### src/rtl/bisr_job_scheduler_pkg.sv
// Shared types and width helpers for the BISR job scheduler.
package bisr_sched_pkg;

  typedef enum logic [2:0] {
    IDLE     = 3'd0,
    WAIT_RDY = 3'd1,
    ISSUE    = 3'd2,
    RUN      = 3'd3,
    DONE     = 3'd4,
    HALT     = 3'd5
  } sched_state_e;

  // Width of a popcount over a given number of PE flags.
  function automatic int unsigned fault_cnt_w(input int unsigned cells);
    return $clog2(cells + 1);
  endfunction

  // Width of a watchdog that counts 0 .. timeout-1.
  function automatic int unsigned wdog_w(input int unsigned timeout);
    return (timeout > 1) ? $clog2(timeout) : 1;
  endfunction

  localparam int unsigned DEF_ROWS    = 4;
  localparam int unsigned DEF_COLS    = 4;
  localparam int unsigned DEF_TIMEOUT = 4096;
  localparam int unsigned FAULT_CNT_W = fault_cnt_w(DEF_ROWS * DEF_COLS);
  localparam int unsigned WDOG_W      = wdog_w(DEF_TIMEOUT);

endpackage

### src/rtl/bisr_job_scheduler_if.sv
// Host job handshake plus the control/status link to the systolic top.
interface bisr_job_scheduler_if
  import bisr_sched_pkg::*;
#(
  parameter int unsigned ROWS = DEF_ROWS,
  parameter int unsigned COLS = DEF_COLS
);
  localparam int unsigned CELLS = ROWS * COLS;
  localparam int unsigned FC_W  = fault_cnt_w(CELLS);

  logic             job_valid;
  logic             job_ready;
  logic             force_test;
  logic             clear_faults;
  logic             job_done;
  logic             job_err;
  logic             start_fsm;
  logic             bisr_en;
  logic             fsm_rdy;
  logic             fsm_done;
  logic             STW_complete;
  logic [CELLS-1:0] STW_result_mat;
  logic [CELLS-1:0] fault_map;
  logic [FC_W-1:0]  fault_count;
  logic             unrepairable;
  logic             timeout;
  logic [2:0]       sched_state;

  modport master (
    output job_valid, force_test, clear_faults, fsm_rdy, fsm_done,
           STW_complete, STW_result_mat,
    input  job_ready, job_done, job_err, start_fsm, bisr_en, fault_map,
           fault_count, unrepairable, timeout, sched_state
  );

  modport slave (
    input  job_valid, force_test, clear_faults, fsm_rdy, fsm_done,
           STW_complete, STW_result_mat,
    output job_ready, job_done, job_err, start_fsm, bisr_en, fault_map,
           fault_count, unrepairable, timeout, sched_state
  );
endinterface

### src/rtl/bisr_fault_map.sv
// Persistent PE fault map with registered popcount and column repairability.
module bisr_fault_map
  import bisr_sched_pkg::*;
#(
  parameter int unsigned ROWS = DEF_ROWS,
  parameter int unsigned COLS = DEF_COLS
) (
  input  logic                                 clk,
  input  logic                                 rst,
  input  logic                                 accumulate,
  input  logic                                 clear,
  input  logic [ROWS*COLS-1:0]                 stw_result,
  output logic [ROWS*COLS-1:0]                 fault_map,
  output logic [fault_cnt_w(ROWS*COLS)-1:0]    fault_count,
  output logic                                 unrepairable
);
  localparam int unsigned FC_W = fault_cnt_w(ROWS * COLS);

  logic [FC_W-1:0] count_next;
  logic            unrep_next;

  // Fault flags only ever accumulate until an explicit clear.
  always_ff @(posedge clk or negedge rst) begin
    if (!rst)            fault_map <= '0;
    else if (clear)      fault_map <= '0;
    else if (accumulate) fault_map <= fault_map | stw_result;
  end

  // Total popcount and "two or more faults in one column" check.
  always_comb begin
    logic [FC_W-1:0] col_cnt;
    count_next = '0;
    unrep_next = 1'b0;
    col_cnt    = '0;
    for (int unsigned c = 0; c < COLS; c++) begin
      col_cnt = '0;
      for (int unsigned r = 0; r < ROWS; r++)
        col_cnt = col_cnt + FC_W'(fault_map[c*ROWS + r]);
      count_next = count_next + col_cnt;
      if (col_cnt >= FC_W'(2)) unrep_next = 1'b1;
    end
  end

  // Status lags fault_map by one cycle.
  always_ff @(posedge clk or negedge rst) begin
    if (!rst) begin
      fault_count  <= '0;
      unrepairable <= 1'b0;
    end else begin
      fault_count  <= count_next;
      unrepairable <= unrep_next;
    end
  end
endmodule

### src/rtl/bisr_job_scheduler.sv
// Job-level sequencer for the BISR systolic array: self-test scheduling,
// fault accumulation and a per-job watchdog.
module bisr_job_scheduler
  import bisr_sched_pkg::*;
#(
  parameter int unsigned ROWS           = DEF_ROWS,
  parameter int unsigned COLS           = DEF_COLS,
  parameter int unsigned TEST_INTERVAL  = 4,
  parameter int unsigned TIMEOUT_CYCLES = DEF_TIMEOUT
) (
  input  logic                  clk,
  input  logic                  rst,
  bisr_job_scheduler_if.slave   bus
);
  localparam int unsigned WD_W  = wdog_w(TIMEOUT_CYCLES);
  localparam int unsigned CNT_W = (TEST_INTERVAL > 1) ? $clog2(TEST_INTERVAL) : 1;

  sched_state_e          state, state_next;
  logic [WD_W-1:0]       wdog;
  logic [CNT_W-1:0]      job_cnt;
  logic                  test_job, test_pending, first_job_done, stw_seen;
  logic                  bisr_en, timeout, halt_ack;
  logic                  job_ready, start_fsm, job_done, job_err;
  logic                  accept, test_job_next, accumulate, clear, wdog_expired;
  logic [ROWS*COLS-1:0]  fault_map;
  logic                  unrepairable;

  assign accept        = bus.job_valid && (state == IDLE);
  assign test_job_next = !first_job_done || (job_cnt == CNT_W'(TEST_INTERVAL - 1)) ||
                         test_pending || bus.force_test;
  assign accumulate    = (state == RUN) && bus.STW_complete && test_job;
  assign clear         = (state == IDLE) && bus.clear_faults;
  assign wdog_expired  = (wdog == WD_W'(TIMEOUT_CYCLES - 1));

  bisr_fault_map #(.ROWS(ROWS), .COLS(COLS)) u_fault_map (
    .clk          (clk),
    .rst          (rst),
    .accumulate   (accumulate),
    .clear        (clear),
    .stw_result   (bus.STW_result_mat),
    .fault_map    (fault_map),
    .fault_count  (bus.fault_count),
    .unrepairable (unrepairable)
  );

  // State register.
  always_ff @(posedge clk or negedge rst) begin
    if (!rst) state <= IDLE;
    else      state <= state_next;
  end

  // Next-state and per-state strobes.
  always_comb begin
    state_next = state;
    job_ready  = 1'b0;
    start_fsm  = 1'b0;
    job_done   = 1'b0;
    job_err    = 1'b0;
    case (state)
      IDLE: begin
        job_ready = 1'b1;
        if (bus.job_valid) state_next = WAIT_RDY;
      end
      WAIT_RDY: if (bus.fsm_rdy) state_next = ISSUE;
      ISSUE: begin
        start_fsm  = 1'b1;
        state_next = RUN;
      end
      RUN: begin
        if (bus.fsm_done)       state_next = DONE;
        else if (wdog_expired)  state_next = HALT;
      end
      DONE: begin
        job_done   = 1'b1;
        job_err    = unrepairable || (test_job && !stw_seen);
        state_next = IDLE;
      end
      HALT: begin
        job_done = !halt_ack;
        job_err  = !halt_ack;
      end
      default: state_next = IDLE;
    endcase
  end

  // Job bookkeeping: test selection, interval counter, watchdog, sticky flags.
  always_ff @(posedge clk or negedge rst) begin
    if (!rst) begin
      test_job       <= 1'b0;
      test_pending   <= 1'b0;
      first_job_done <= 1'b0;
      job_cnt        <= '0;
      wdog           <= '0;
      stw_seen       <= 1'b0;
      timeout        <= 1'b0;
      halt_ack       <= 1'b0;
    end else begin
      if (accept) test_job <= test_job_next;
      if (accept && test_job_next) test_pending <= 1'b0;
      else if (bus.force_test)     test_pending <= 1'b1;
      if (state == ISSUE)    wdog <= '0;
      else if (state == RUN) wdog <= wdog + WD_W'(1);
      if (state == ISSUE || state == DONE) stw_seen <= 1'b0;
      else if (accumulate)                 stw_seen <= 1'b1;
      // The power-on test job sits outside the interval count, so periodic
      // tests land on jobs 1, 1+TEST_INTERVAL, 1+2*TEST_INTERVAL, ...
      if (state == DONE) begin
        first_job_done <= 1'b1;
        if (first_job_done)
          job_cnt <= (job_cnt == CNT_W'(TEST_INTERVAL - 1)) ? '0 : job_cnt + CNT_W'(1);
      end
      if (state == RUN && !bus.fsm_done && wdog_expired) timeout <= 1'b1;
      halt_ack <= (state == HALT);
    end
  end

  // Repair/self-test enable, frozen from ISSUE until RUN exits.
  always_ff @(posedge clk or negedge rst) begin
    if (!rst)
      bisr_en <= 1'b0;
    else if (state == WAIT_RDY && bus.fsm_rdy)
      bisr_en <= test_job || ((|fault_map) && !unrepairable);
    else if (state == RUN && state_next != RUN)
      bisr_en <= 1'b0;
  end

  assign bus.job_ready    = job_ready;
  assign bus.start_fsm    = start_fsm;
  assign bus.job_done     = job_done;
  assign bus.job_err      = job_err;
  assign bus.bisr_en      = bisr_en;
  assign bus.timeout      = timeout;
  assign bus.fault_map    = fault_map;
  assign bus.unrepairable = unrepairable;
  assign bus.sched_state  = state;
endmodule

### src/flat_wrapper.sv
// flat-port wrapper written by rule: the top's interface ports become plain ports
module bisr_job_scheduler_flat import bisr_sched_pkg::*;
#(
  parameter int unsigned ROWS           = DEF_ROWS,
  parameter int unsigned COLS           = DEF_COLS,
  parameter int unsigned TEST_INTERVAL  = 4,
  parameter int unsigned TIMEOUT_CYCLES = DEF_TIMEOUT
)
  (clk, rst, bus_job_valid, bus_force_test, bus_clear_faults, bus_fsm_rdy, bus_fsm_done, bus_STW_complete, bus_STW_result_mat, bus_job_ready, bus_job_done, bus_job_err, bus_start_fsm, bus_bisr_en, bus_fault_map, bus_fault_count, bus_unrepairable, bus_timeout, bus_sched_state);
  bisr_job_scheduler_if #(.ROWS(ROWS), .COLS(COLS)) bus_i ();
  input  logic clk;
  input  logic rst;
  input wire logic [$bits(bus_i.job_valid)-1:0] bus_job_valid;
  input wire logic [$bits(bus_i.force_test)-1:0] bus_force_test;
  input wire logic [$bits(bus_i.clear_faults)-1:0] bus_clear_faults;
  input wire logic [$bits(bus_i.fsm_rdy)-1:0] bus_fsm_rdy;
  input wire logic [$bits(bus_i.fsm_done)-1:0] bus_fsm_done;
  input wire logic [$bits(bus_i.STW_complete)-1:0] bus_STW_complete;
  input wire logic [$bits(bus_i.STW_result_mat)-1:0] bus_STW_result_mat;
  output wire logic [$bits(bus_i.job_ready)-1:0] bus_job_ready;
  output wire logic [$bits(bus_i.job_done)-1:0] bus_job_done;
  output wire logic [$bits(bus_i.job_err)-1:0] bus_job_err;
  output wire logic [$bits(bus_i.start_fsm)-1:0] bus_start_fsm;
  output wire logic [$bits(bus_i.bisr_en)-1:0] bus_bisr_en;
  output wire logic [$bits(bus_i.fault_map)-1:0] bus_fault_map;
  output wire logic [$bits(bus_i.fault_count)-1:0] bus_fault_count;
  output wire logic [$bits(bus_i.unrepairable)-1:0] bus_unrepairable;
  output wire logic [$bits(bus_i.timeout)-1:0] bus_timeout;
  output wire logic [$bits(bus_i.sched_state)-1:0] bus_sched_state;
  assign bus_i.job_valid = bus_job_valid;
  assign bus_i.force_test = bus_force_test;
  assign bus_i.clear_faults = bus_clear_faults;
  assign bus_i.fsm_rdy = bus_fsm_rdy;
  assign bus_i.fsm_done = bus_fsm_done;
  assign bus_i.STW_complete = bus_STW_complete;
  assign bus_i.STW_result_mat = bus_STW_result_mat;
  assign bus_job_ready = bus_i.job_ready;
  assign bus_job_done = bus_i.job_done;
  assign bus_job_err = bus_i.job_err;
  assign bus_start_fsm = bus_i.start_fsm;
  assign bus_bisr_en = bus_i.bisr_en;
  assign bus_fault_map = bus_i.fault_map;
  assign bus_fault_count = bus_i.fault_count;
  assign bus_unrepairable = bus_i.unrepairable;
  assign bus_timeout = bus_i.timeout;
  assign bus_sched_state = bus_i.sched_state;
  bisr_job_scheduler #(.ROWS(ROWS), .COLS(COLS), .TEST_INTERVAL(TEST_INTERVAL), .TIMEOUT_CYCLES(TIMEOUT_CYCLES)) u_core (.clk(clk), .rst(rst), .bus(bus_i));
endmodule
### config.mk
export PLATFORM = sky130hd
export DESIGN_NAME = bisr_job_scheduler_flat
export DESIGN_NICKNAME = d
export VERILOG_FILES = /design/src/rtl/bisr_job_scheduler_pkg.sv /design/src/rtl/bisr_job_scheduler_if.sv /design/src/rtl/bisr_fault_map.sv /design/src/rtl/bisr_job_scheduler.sv /design/src/flat_wrapper.sv
export SDC_FILE = /design/constraint.sdc
export NUM_CORES = 1
export LEC_CHECK = 0
export ABC_AREA = 1
export CORE_ASPECT_RATIO = 0.6
export CORE_MARGIN = 2
export CORE_UTILIZATION = 32
export CTS_CLUSTER_DIAMETER = 150
export DETAILED_ROUTE_END_ITERATION = 10
export SETUP_SLACK_MARGIN = 0.05
export SYNTH_ARGS = -nofsm -noshare
export SYNTH_HDL_FRONTEND = slang
export SYNTH_SLANG_ARGS = --single-unit
### constraint.sdc
create_clock -name clk -period 4.2 [get_ports clk]
set_input_delay 0.84 -clock clk [delete_from_list [all_inputs] [get_ports clk]]
set_output_delay 0.84 -clock clk [all_outputs]
set_load 0.005 [all_outputs]
**Word-level counts from Yosys, hierarchy flattened**

Cells that the tools add are included.
Widths: inputs -> output; s select.

- Register bits after elaboration: 46
- Input port bits: 24
- Output and inout bits: 31
- Logic and storage cells: 97

- Add/subtract/negate cells: 17
- Magnitude comparators: 4
- Eq/ne operators: 8
- Multiplexer cells: 24
- Bitwise gates (word level): 1
- Reductions and logical operators: 30

Operators by type and width:

| cell | number |
|---|---|
| $mux 16 | 2 |
| $mux 12 | 2 |
| $add 3x1->4 | 4 |
| $ge 4x2->1 const B | 4 |
| $or 16x16->16 | 1 |
| $reduce_or 16->1 | 1 |
| $pmux 3 s5 | 1 |
| $add 12x1->12 const B | 1 |
| $add 2x1->3 | 4 |
| $eq 12x12->1 const B | 1 |
| $mux 1 | 12 |
| $mux 3 | 4 |
| $logic_and 1x1->1 | 11 |
| $add 5x4->5 | 2 |
| $reduce_bool 2->1 | 5 |
| $add 1x1->2 | 4 |
| $eq 3x2->1 const B | 2 |
| $eq 3x3->1 const B | 2 |
| $logic_or 1x1->1 | 6 |
| $add 4x4->5 | 1 |
| $logic_not 1->1 | 5 |
| $pmux 1 s2 | 2 |
| $eq 3x1->1 const B | 1 |
| $logic_not 3->1 | 1 |
| 5 further kinds | 5 |

**Depth between registers and ports, before layout**

Gate-level depths: netlist of run 1.

- Depth after elaboration: 8
- Depth in mapped cells: 13
- Mapped depth without buffers: 13

**Hierarchy**

From an unflattened synthesis of run 1, not the netlist that was laid out.

- Cells, all modules: 303
- Area total of the unflattened synthesis: 2658.8 sq um

By module, submodules not included:

| module | times used | cells an instance | area an instance (sq um) | seq. area each (sq um) |
|---|---|---|---|---|
| bisr_fault_map | 1 | 125 | 1338.8 | 550.5 |
| bisr_job_scheduler | 1 | 178 | 1320.0 | 600.6 |

**Worst setup path before layout of run 1**

OpenSTA, ideal clock, no wires.

- Kind: register to register
- Start point: register u_core.u_fault_map.fault_map[1]
- End point: register u_core.u_fault_map.fault_count[3]
- Library setup time: 0.123 ns
- Arrival: 3.213 ns
- Required time: 4.077 ns
- Setup slack: 0.864 ns
- Cell stages (with the launch flop): 14
- Path buffers: 0
- Period minus slack after synthesis: 3.336 ns
- Path through: dfrtp_1 > inv_1 > fa_1 > inv_1 > ha_1 > inv_1 > ha_1 > inv_1 > fa_1 > fa_1 > inv_1 > ha_1 > fa_1 > xor2_1

- Word-level cells in the longest chain between the ends: 6

Ends and longest elaborated chain:

| item | RTL line | text |
|---|---|---|
| start, declared | bisr_fault_map.sv:13 | `output logic [ROWS*COLS-1:0] fault_map,` |
| start signal, assigned | bisr_fault_map.sv:26 | `else if (accumulate) fault_map <= fault_map \| stw_result;` |
| $add 1x1->2 | bisr_fault_map.sv:38 | `col_cnt = col_cnt + FC_W'(fault_map[c*ROWS + r]);` |
| $add 2x1->3 | bisr_fault_map.sv:38 |  |
| $add 3x1->4 | bisr_fault_map.sv:38 |  |
| $add 4x4->5 | bisr_fault_map.sv:39 | `count_next = count_next + col_cnt;` |
| $add 5x4->5 (2 in a row) | bisr_fault_map.sv:39 |  |
| net u_core.u_fault_map.count_next[3] | bisr_fault_map.sv:19 | `logic [FC_W-1:0] count_next;` |
| end signal, assigned | bisr_fault_map.sv:50 | `fault_count <= count_next;` |
| end, declared | bisr_fault_map.sv:14 | `output logic [fault_cnt_w(ROWS*COLS)-1:0] fault_count,` |

The timed path passes the listed nets, and every way through them passes these cells.
A chain may end at the register's enable or synchronous reset.

**Worst setup path in the final report of run 1**

- Start point: register u_core.u_fault_map.fault_map[9]
- End point: register u_core.u_fault_map.fault_count[3]

- Word-level cells in the longest chain between the ends: 5

Ends and longest elaborated chain:

| item | RTL line |
|---|---|
| $add 1x1->2 | bisr_fault_map.sv:38 |
| $add 2x1->3 | bisr_fault_map.sv:38 |
| $add 3x1->4 | bisr_fault_map.sv:38 |
| $add 5x4->5 (2 in a row) | bisr_fault_map.sv:39 |
| net u_core.u_fault_map.count_next[3] | bisr_fault_map.sv:19 |

The timed path passes the listed nets, and every way through them passes these cells.

==> summary.md, run 1 <==
| Metric | Value |
|---|---|
| Gr ovfl total | `0` |
| Avg WL per Cell | `13.3 µm` |
| Cells on worst reg2reg path | `13` |
| Hpwl dp | `4920 µm` |
| Switch Pwr | `979 µW` |
| Area share of the largest cell type after synthesis | `0.440` |
| DRT Pass-1 Iters | `4` |
| Startpoint types | `register` |
| Fmax | `288 MHz` |
| Routed vias | `2085` |
| Tmin final | `3.47 ns` |
| I/O Buffers | `54` |
| Final period util | `0.827` |
| Die ar. | `8930 µm²` |
| Starting Density | `0.332` |
| H-tree depth | `2` |
| Combinational share of power | `0.538` |
| Yosys top cell by area | `dfrtp_1` |
| Post-Syn Nets | `362` |
| Worst r2r src | `u_core.u_fault_map.fault_map[9]$_DFFE_PN0P_` |
| Chip width | `121 µm` |
| WP data required | `4.36 ns` |
| Root cell of the clock tree | `clkbuf_16` |
| Die height | `74.0 µm` |
| Num CTS Buffers | `5` |
| Clk_lat worst skew | `roughly 0.28 ns` |
| CTS Hold Bufs | `0` |
| Sequential Power Share | `0.295` |
| Diodes inserted | `0` |
| Worst Setup End Kind | `register` |
| Layout cells sized above 1 | `0.0438` |
| CTS tree | `done` |
| WS Path Type | `reg -> reg` |
| Critical Path End | `u_core.u_fault_map.fault_count[3]$_DFF_PN0_` |
| Crit path cell chain | `inv_1 -> fa_1 -> inv_1 -> ha_1 -> inv_1 -> ha_1 -> inv_1 -> fa_1 -> fa_1 -> inv_1 -> ha_1 -> fa_1 -> xor2_1` |
| Dpl ws | `0.721 ns` |
| Final clock skew | `~0.0075 ns` |
| Largest net degree at the start of global routing | `47` |
| Switching Share | `0.404` |
| Most numerous cell in the Yosys netlist | `nand2_1` |
| Max Cap Viol | `0` |
| Type of the worst min-delay path | `reg -> reg` |
| PnR worst setup slack | `0.729 ns` |
| 1st-iter DRT viols | `80` |
| Part of the Yosys area used for sequential elements | `0.440` |
| Hold path cells | `1` |
| Critical path's slowest cell | `fa_1` |
| Post-synth top flop | `dfrtp_1` |
| Power density cells | `710 nW/µm²` |
| Initial antenna violation count | `0` |
| Warnings, synthesis | `0` |
| Area Overhead vs Synth | `30.6%` |
| Final slew viol count | `0` |
| Fraction of registers with async set/reset | `1.00` |
| Leak Pwr | `approximately 1.6 nW` |
| Grt peak-use layer | `met1` |
| Max incr delay on CP | `approximately 0.54 ns` |
| TNS Setup | `0 ns` |
| Clk sink count | `46` |
| Reg2Reg Capture Point | `u_core.u_fault_map.fault_count[3]$_DFF_PN0_` |
| Core area | `7880 µm²` |
| Final Hold Vio Count | `0` |
| Worst slew pin tran | `approximately 1.0 ns` |
| Reg clk slew, reported paths | `0.07 ns` |
| Int Power | `1.44 mW` |
| Status | `complete, no violations` |
| Fin util | `0.433` |
| Routed WL | `about 6300 µm` |
| Nets | `420` |
| Placer Congestion | `0.852` |
| Post-route ant nets | `0` |
| Cell Rows | `25` |
| Normalized max-slew margin | `0.301` |
| Crit-path most repeated cell | `inv_1` |
| GRT Util Overall | `0.151` |
| Routing usage on met1 | `0.227` |
| CP max FO | `3` |
| DRC violations left | `0` |
| Vias in the first global route | `2059` |
| Clock Power Share | `0.167` |
| # setup viols final | `0` |
| Netlist Area Pre-Place | `2610 µm²` |
| Post-synth cell types | `26` |
| Reg2reg setup slack | `0.73 ns` |
| Gate Count Post-Synth | `306` |
| RSZ-0062 raised after global routing | `false` |
| Hold WS | `0.484 ns` |
| Layout Cells excl Fill | `473` |
| Commonest cells in the synthesized netlist | `66 x nand2_1, 61 x inv_1, 46 x dfrtp_1` |
| GR Layer Usage met2 | `0.215` |
| Post-CTS Repair Setup Buffers | `0` |
| First-pass GRT wire length | `roughly 10000 µm` |
| Crit. Startpoint | `u_core.u_fault_map.fault_map[9]$_DFFE_PN0P_` |
| Synth Register Bits | `46` |
| Synth area leaders | `dfrtp_1 44%, ha_1 11%, nand2_1 9.5%, inv_1 8.8%, fa_1 7.7%` |
| Post-CTS Resized | `0` |
| Post-synth EDFFs | `0` |
| Vias per inst | `4.41` |
| Clk buf depth | `2` |
| Max IR drop VDD | `0.270 mV` |
| Placed Instances | `465` |
| Mean Syn Cell Area | `8.54 µm²` |
| Critical path arrival | `roughly 3.6 ns` |
| IO Pins | `55` |
| Met3 Resource Use GR | `0.0491` |
cell usage in the layout, fill, tap and decap left out, types with 5 or more instances in the layout:
cell type,Yosys,routed
nand2_1,66,66
inv_1,61,61
clkdlybuf4s50_1,0,53
dfrtp_1,46,46
nor2_1,29,29
a21oi_1,24,24
ha_1,22,22
nand3_1,11,11
fa_1,10,10
o21ai_0,6,6
clkbuf_16,0,5
critical path: cells and delay by family (launching register included):
kind	cells	cell delay (ns)
xor+xnor	1	0.15
fa+ha+maj	7	2.48
buf+inv	5	0.33
flops	1	0.38
state kept, by name (all words and copies together), names as in the netlist, 2 cells and up:
signal	count
u_core.u_fault_map.fault_map	16
u_core.job_cnt	2
u_core.wdog	12
u_core.u_fault_map.fault_count	5
u_core.bus.sched_state	3
worst min-delay path by stage:
stage                                            startpoint  slack (ns)                           endpoint
after CTS                 u_core.first_job_done$_DFFE_PN0P_        0.48  u_core.first_job_done$_DFFE_PN0P_
after global routing         u_core.bus.timeout$_DFFE_PN0P_        0.52     u_core.bus.timeout$_DFFE_PN0P_
after global placement    u_core.first_job_done$_DFFE_PN0P_        0.47  u_core.first_job_done$_DFFE_PN0P_
final                        u_core.bus.timeout$_DFFE_PN0P_        0.48     u_core.bus.timeout$_DFFE_PN0P_
after detailed placement  u_core.first_job_done$_DFFE_PN0P_        0.47  u_core.first_job_done$_DFFE_PN0P_
after floorplan           u_core.first_job_done$_DFFE_PN0P_        0.44  u_core.first_job_done$_DFFE_PN0P_
stage by stage:
step / instance area, µm² / power, mW
2_1_floorplan: 2610 / 1.46
3_3_place_gp: 3260 / 2.04
3_5_place_dp: 3260 / 2.05
4_1_cts: 3410 / 2.48
5_1_grt: 3410 / 2.69
6_report: 3410 / 2.42
final cells by class:
type	instances	area [µm²]
Clock inverter	2	12.5
Timing Repair Buffer	54	536
Fill cell	832	4470
Multi-Input combinational cell	192	1200
Tap cell	108	135
Sequential cell	46	1150
Clock buffer	6	139
Inverter	65	244
cells by family (layout without fill, tap and decap cells):
kind of cell    Yosys count  count (layout)  synth area share
flops                    46              46             0.440
simple gates            117             117             0.184
fa+ha+maj                32              32             0.182
xor+xnor                  2               2           0.00670
compound gates           41              41            0.0857
buf+inv                  68             127             0.101
routing by layer:
metal | routed length (µm) | up-vias
met4 | 27 | 0
met5 | 0 | -
met2 | 2480 | 54
met3 | 444 | 2
li1 | - | 1055
met1 | 3340 | 974
power groups by stage:
| stage | sequential [mW] | clock (mW) | combinational, mW |
|---|---|---|---|
| final | 0.715 | 0.405 | 1.30 |
| after global routing | 0.739 | 0.434 | 1.52 |
| after CTS | 0.719 | 0.414 | 1.34 |
| after detailed placement | 0.727 | 0 | 1.32 |
| after global placement | 0.715 | 0 | 1.33 |
| after floorplan | 0.712 | 0 | 0.746 |
(Power assumes the default switching activity.)
==> run 2, diff against run 1 <==
- clock period: 4.2 -> 2.82 ns (I/O delays scaled with it)
==> run 2 against run 1 <==
  * The flow now finishes with violations (setup timing)
  * Cell area rose by 9.7%
  * Global-route usage rose by 0.56 points
  * Fmax rose by 7.4%
  * Clock-buffer cell count did not move
  * Worst setup slack got worse by 1.1 ns
  * Wire length rose by 4.9%
  * Register-to-register slack got worse by 1.1 ns
  * Via count rose by 6.4%
  * Critical path type unchanged
  * First-iteration DRC count rose by 64%
==> summary.md, run 2 (synthesis gave the netlist of run 1 again) <==
| Metric | Value |
|---|---|
| CTS tree | `done` |
| PnR worst setup slack | `-0.412 ns` |
| Reg clk slew, reported paths | `0.07 ns` |
| DRT Pass-1 Iters | `4` |
| Root cell of the clock tree | `clkbuf_16` |
| Num CTS Buffers | `5` |
| First-pass GRT wire length | `10800 µm` |
| Starting Density | `0.332` |
| Final slew viol count | `0` |
| Routed WL | `between 6000 and 7000 µm` |
| Clk sink count | `46` |
| Worst Setup End Kind | `register` |
| DRC violations left | `0` |
| Crit-path most repeated cell | `inv_2` |
| Startpoint types | `register` |
| Max IR drop VDD | `0.396 mV` |
| Leak Pwr | `1.78 nW` |
| Normalized max-slew margin | `0.519` |
| Post-route ant nets | `0` |
| Clk_lat worst skew | `0.28 ns` |
| Worst r2r src | `u_core.u_fault_map.fault_map[3]$_DFFE_PN0P_` |
| Reg2Reg Capture Point | `u_core.u_fault_map.fault_count[3]$_DFF_PN0_` |
| Gr ovfl total | `0` |
| RSZ-0062 raised after global routing | `true` |
| # setup viols final | `3` |
| Status | `finished, violations left` |
| CP delay by family, top | `adder cells` |
| Max Cap Viol | `0` |
| Die height | `74.0 µm` |
| GRT Util Overall | `0.156` |
| Final clock skew | `roughly 0.0072 ns` |
| Cell Rows | `25` |
| Power density cells | `~1100 nW/µm²` |
| Dpl ws | `-0.402 ns` |
| Tmin final | `3.23 ns` |
| CP bufs+invs | `5` |
| Critical path's slowest cell | `fa_1` |
| Nets | `452` |
| Hold WS | `0.244 ns` |
| Reg2reg setup slack | `-0.41 ns` |
| Area Overhead vs Synth | `43.4%` |
| Largest net degree at the start of global routing | `26` |
| WP data required | `2.99 ns` |
| I/O Buffers | `54` |
| Final period util | `1.15` |
| Chip width | `121 µm` |
| Die ar. | `8930 µm²` |
| WS Path Type | `reg -> reg` |
| Vias in the first global route | `2268` |
| Core area | `7880 µm²` |
| Largest Register | `u_core.u_fault_map.fault_map` |
| Largest register FFs | `16` |
| Max incr delay on CP | `0.50 ns` |
| 1st-iter DRT viols | `131` |
| Failing checks | `setup timing` |
| Worst slew pin tran | `0.721 ns` |
| IO Pins | `55` |
| Fmax | `309 MHz` |
| Type of the worst min-delay path | `in -> async` |
| Crit path cell chain | `inv_2 -> fa_1 -> inv_1 -> ha_2 -> inv_2 -> ha_4 -> inv_2 -> fa_2 -> fa_1 -> inv_2 -> ha_4 -> fa_2 -> xor2_1` |
| Commonest non-fill, non-tap cell in the layout | `nand2_1` |
| Vias per inst | `between 4 and 5` |
| Avg WL per Cell | `approximately 13 µm` |
| CTS Hold Bufs | `0` |
| Routed vias | `2218` |
| Layout cells sized above 1 | `0.189` |
| Clk buf depth | `2` |
| Biggest regs | `u_core.u_fault_map.fault_map x16, u_core.wdog x12, u_core.u_fault_map.fault_count x5` |
| Hpwl dp | `5030 µm` |
| H-tree depth | `2` |
| CP max FO | `2` |
| Critical path arrival | `3.40 ns` |
| Cells on worst reg2reg path | `13` |
| Placer Congestion | `0.860` |
| Diodes inserted | `0` |
| Initial antenna violation count | `0` |
| Commonest cells after routing, fill and taps aside | `66 x nand2_1, 53 x clkdlybuf4s50_1, 46 x dfrtp_1, 45 x inv_1, 31 x buf_4` |
| Final Hold Vio Count | `0` |
run 2: cell count changes in the layout (fill, tap and decap cells not counted), moves of 6 or more:
cell,before,now
buf_4,0,31
ha_1,22,14
ha_4,0,6
inv_1,61,45
inv_2,4,20
run 2: area by class of cell:
type	instances	area (µm²)
clock inverter	2	12.5
clock buffer	6	139
sequential	46	1150
tap	108	135
timing repair buffer	86	779
fill	789	4140
inverter	65	244
multi-input combinational	192	1290
run 2: how the worst max path moves through the flow:
stage                                                      from                                     endpoint  slack [ns]  cells past startpoint
global placement    u_core.u_fault_map.fault_map[8]$_DFFE_PN0P_  u_core.u_fault_map.fault_count[3]$_DFF_PN0_       -0.37                     13
CTS                 u_core.u_fault_map.fault_map[8]$_DFFE_PN0P_  u_core.u_fault_map.fault_count[3]$_DFF_PN0_       -0.41                     13
finish              u_core.u_fault_map.fault_map[3]$_DFFE_PN0P_  u_core.u_fault_map.fault_count[3]$_DFF_PN0_       -0.41                     13
detailed placement  u_core.u_fault_map.fault_map[9]$_DFFE_PN0P_  u_core.u_fault_map.fault_count[3]$_DFF_PN0_       -0.40                     13
global route        u_core.u_fault_map.fault_map[3]$_DFFE_PN0P_  u_core.u_fault_map.fault_count[3]$_DFF_PN0_       -0.49                     13
floorplan           u_core.u_fault_map.fault_map[8]$_DFFE_PN0P_  u_core.u_fault_map.fault_count[3]$_DFF_PN0_       -0.34                     13
run 2: stage by stage:
stage,utilization,std cells,area (µm²),setup TNS (ns),power (mW)
final,0.475,505,3750,-1.01,4.15
after global placement,0.443,490,3490,-0.904,3.40
after CTS,0.470,503,3700,-1.07,4.12
after global routing,0.475,505,3750,-1.32,4.54
after floorplan,-,306,2650,-0.666,2.32
after detailed placement,0.443,490,3490,-1.01,3.42
run 2: routing by layer:
layer | vias to the layer above | wire [µm] | track usage
met1 | 1032 | 3720 | 0.247
met4 | 0 | 41 | 0.0375
li1 | 1132 | - | -
met3 | 4 | 289 | 0.0337
met5 | - | 0 | 0
met2 | 50 | 2540 | 0.215
run 2: report_power, final:
| part | internal, mW | switching (mW) | leakage (nW) | total, mW |
|---|---|---|---|---|
| registers | 0.905 | 0.164 | 0.610 | 1.07 |
| clock network | 0.352 | 0.257 | 0.0729 | 0.609 |
| logic | 1.27 | 1.20 | 1.10 | 2.47 |
| total | 2.53 | 1.62 | 1.78 | 4.15 |
run 2: repair_timing:
item	4_1_cts	5_1_grt
endpoints found under the setup margin	4	4
hold endpoints to repair	0	0
setup buffers	5	2
resized for setup	7	8
pin swaps	6	10
==> run 3, diff against run 2 <==
- DONT_BUFFER_PORTS: not set -> 1
==> run 3 against run 2 <==
  * The run still ends with setup timing left
  * Clock power rose by 11%
  * Final cell count decreased by 11%
  * Critical endpoint unchanged
  * Combinational power fell by 17%
  * Critical path depth unchanged
==> summary.md, run 3 (synthesis gave the netlist of run 1 again) <==
| Metric | Value |
|---|---|
| Status | `finished, violations left` |
| Failing checks | `setup timing` |
| Total Power | `around 3.8 mW` |
| Worst slew pin tran | `0.779 ns` |
| Root cell of the clock tree | `clkbuf_16` |
| Post-route ant nets | `0` |
| CTS tree | `done` |
| Chip width | `121 µm` |
| IO Pins | `between 50 and 60` |
| Placer Congestion | `0.842` |
| Num CTS Buffers | `5` |
| Die height | `74.0 µm` |
| Final clock skew | `0.00570 ns` |
| CP max FO | `2` |
| Layout Cells excl Fill | `450` |
| WS Path Type | `reg -> reg` |
| Area Overhead vs Synth | `24.4%` |
| Cell Rows | `25` |
| RSZ-0062 raised after global routing | `true` |
| Gr ovfl total | `0` |
| Startpoint types | `register` |
| Reg clk slew, reported paths | `0.06 ns` |
| I/O Buffers | `0` |
| Clk buf depth | `2` |
| PnR worst setup slack | `-0.426 ns` |
| Layout cells sized above 1 | `0.205` |
| Initial antenna violation count | `0` |
| Final slew viol count | `0` |
| DRT Pass-1 Iters | `4` |
| H-tree depth | `2` |
| Clk_lat worst skew | `just under 0.3 ns` |
| Hpwl dp | `4950 µm` |
| Commonest cells after routing, fill and taps aside | `66 x nand2_1, 46 x inv_1, 46 x dfrtp_1, 29 x nor2_1, 28 x buf_4` |
| Routed vias | `roughly 2000` |
| Normalized max-slew margin | `0.480` |
| Worst Setup End Kind | `register` |
| Power density cells | `1180 nW/µm²` |
| Dpl ws | `-0.474 ns` |
| Vias per inst | `4.56` |
| First-pass GRT wire length | `10700 µm` |
| Largest Register | `u_core.u_fault_map.fault_map` |
| Fmax | `slightly above 300 MHz` |
| Final Hold Vio Count | `0` |
| Diodes inserted | `0` |
| Largest register FFs | `16` |
| Clk sink count | `46` |
| # setup viols final | `4` |
| Starting Density | `0.332` |
| Largest net degree at the start of global routing | `47` |
| Nets | `397` |
| Biggest regs | `u_core.u_fault_map.fault_map x16, u_core.wdog x12, u_core.u_fault_map.fault_count x5` |
| GRT Util Overall | `0.156` |
| WP data required | `2.99 ns` |
| Vias in the first global route | `2118` |
| Avg WL per Cell | `14.4 µm` |
| Hold WS | `0.119 ns` |
| Routed WL | `6490 µm` |
| Leak Pwr | `about 1.6 nW` |
| Fill count | `795` |
| DRC violations left | `0` |
| Max Cap Viol | `0` |
| Die ar. | `8930 µm²` |
| Commonest non-fill, non-tap cell in the layout | `nand2_1` |
| Max IR drop VDD | `0.418 mV` |
| Type of the worst min-delay path | `in -> async` |
| 1st-iter DRT viols | `141` |
| Critical path arrival | `3.42 ns` |
| Final period util | `1.15` |
| Placed Instances | `between 400 and 500` |
| Tmin final | `3.25 ns` |
| Core area | `7880 µm²` |
## run 3: cell types whose count changed in the layout (fill, tap and decap cells not counted), sizes merged
| cell | before | now |
|---|---|---|
| clkbuf | 6 | 7 |
| bufinv | 0 | 1 |
| clkinvlp | 1 | 0 |
| buf | 33 | 31 |
| clkinv | 1 | 0 |
| clkdlybuf4s50 | 53 | 0 |
## run 3: through the flow
stage	TNS [ns]	area, µm²	utilization
final	-1.07	3250	0.413
after global routing	-1.41	3250	0.413
after CTS	-1.13	3230	0.410
after detailed placement	-1.19	2950	0.374
after global placement	-0.905	2950	0.374
after floorplan	-0.666	2650	-
## run 3: worst paths after layout
| path | depth (start not counted) | to | slack (ns) | start |
|---|---|---|---|---|
| max | 13 | u_core.u_fault_map.fault_count[3]$_DFF_PN0_ | -0.43 | u_core.u_fault_map.fault_map[0]$_DFFE_PN0P_ |
| min | 1 | u_core.wdog[6]$_DFFE_PN0P_ | 0.12 | rst |
| max reg2reg | 13 | u_core.u_fault_map.fault_count[3]$_DFF_PN0_ | -0.43 | u_core.u_fault_map.fault_map[0]$_DFFE_PN0P_ |
| min reg2reg | 2 | u_core.first_job_done$_DFFE_PN0P_ | 0.48 | u_core.first_job_done$_DFFE_PN0P_ |
| max in group asynchronous | 1 | u_core.first_job_done$_DFFE_PN0P_ | 2.48 | rst |
| min in group clk | 2 | u_core.u_fault_map.fault_map[9]$_DFFE_PN0P_ | 0.41 | bus_STW_result_mat[9] |
## run 3: timing repair
action	CTS	global route
hold endpoints to repair	46	0
hold buffers	1	0
endpoints found under the setup margin	4	4
pin swaps	4	4
buffers inserted	5	1
gates resized for setup	13	4
## run 3: critical path, stage by stage (launching register included)
cell	delay, ns
dfrtp_1	0.38
inv_2	0.06
fa_1	0.55
inv_2	0.05
ha_4	0.16
inv_2	0.06
ha_4	0.18
inv_1	0.07
fa_2	0.44
fa_1	0.51
inv_2	0.05
ha_4	0.15
fa_2	0.33
xor2_1	0.14
## run 3: report_power, final
group	leakage [nW]	internal [mW]	total [mW]	switching, mW
registers	0.610	0.906	1.10	0.195
logic	0.899	0.919	2.05	1.14
clock network	0.0781	0.420	0.675	0.255
total	1.59	2.24	3.83	1.59
## run 3: layout make-up
type / instances / area (µm²) / share of cell area
flip-flops and latches: 46 / 1150 / 0.354
inverters: 65 / 246 / 0.0758
multi-input cells: 192 / 1300 / 0.399
well taps: 108 / 135 / 0.0416
repair buffers: 31 / 260 / 0.0800
clock inverters: 1 / 30.0 / 0.00923
clock buffers: 7 / 133 / 0.0408
## run 3: per-layer routing
layer  wire length [µm]  track usage  part of all wire
met5                  0            0                 0
met1               3450        0.236              0.53
met4                 87       0.0401             0.013
met3                359       0.0414             0.055
met2               2590        0.222              0.40
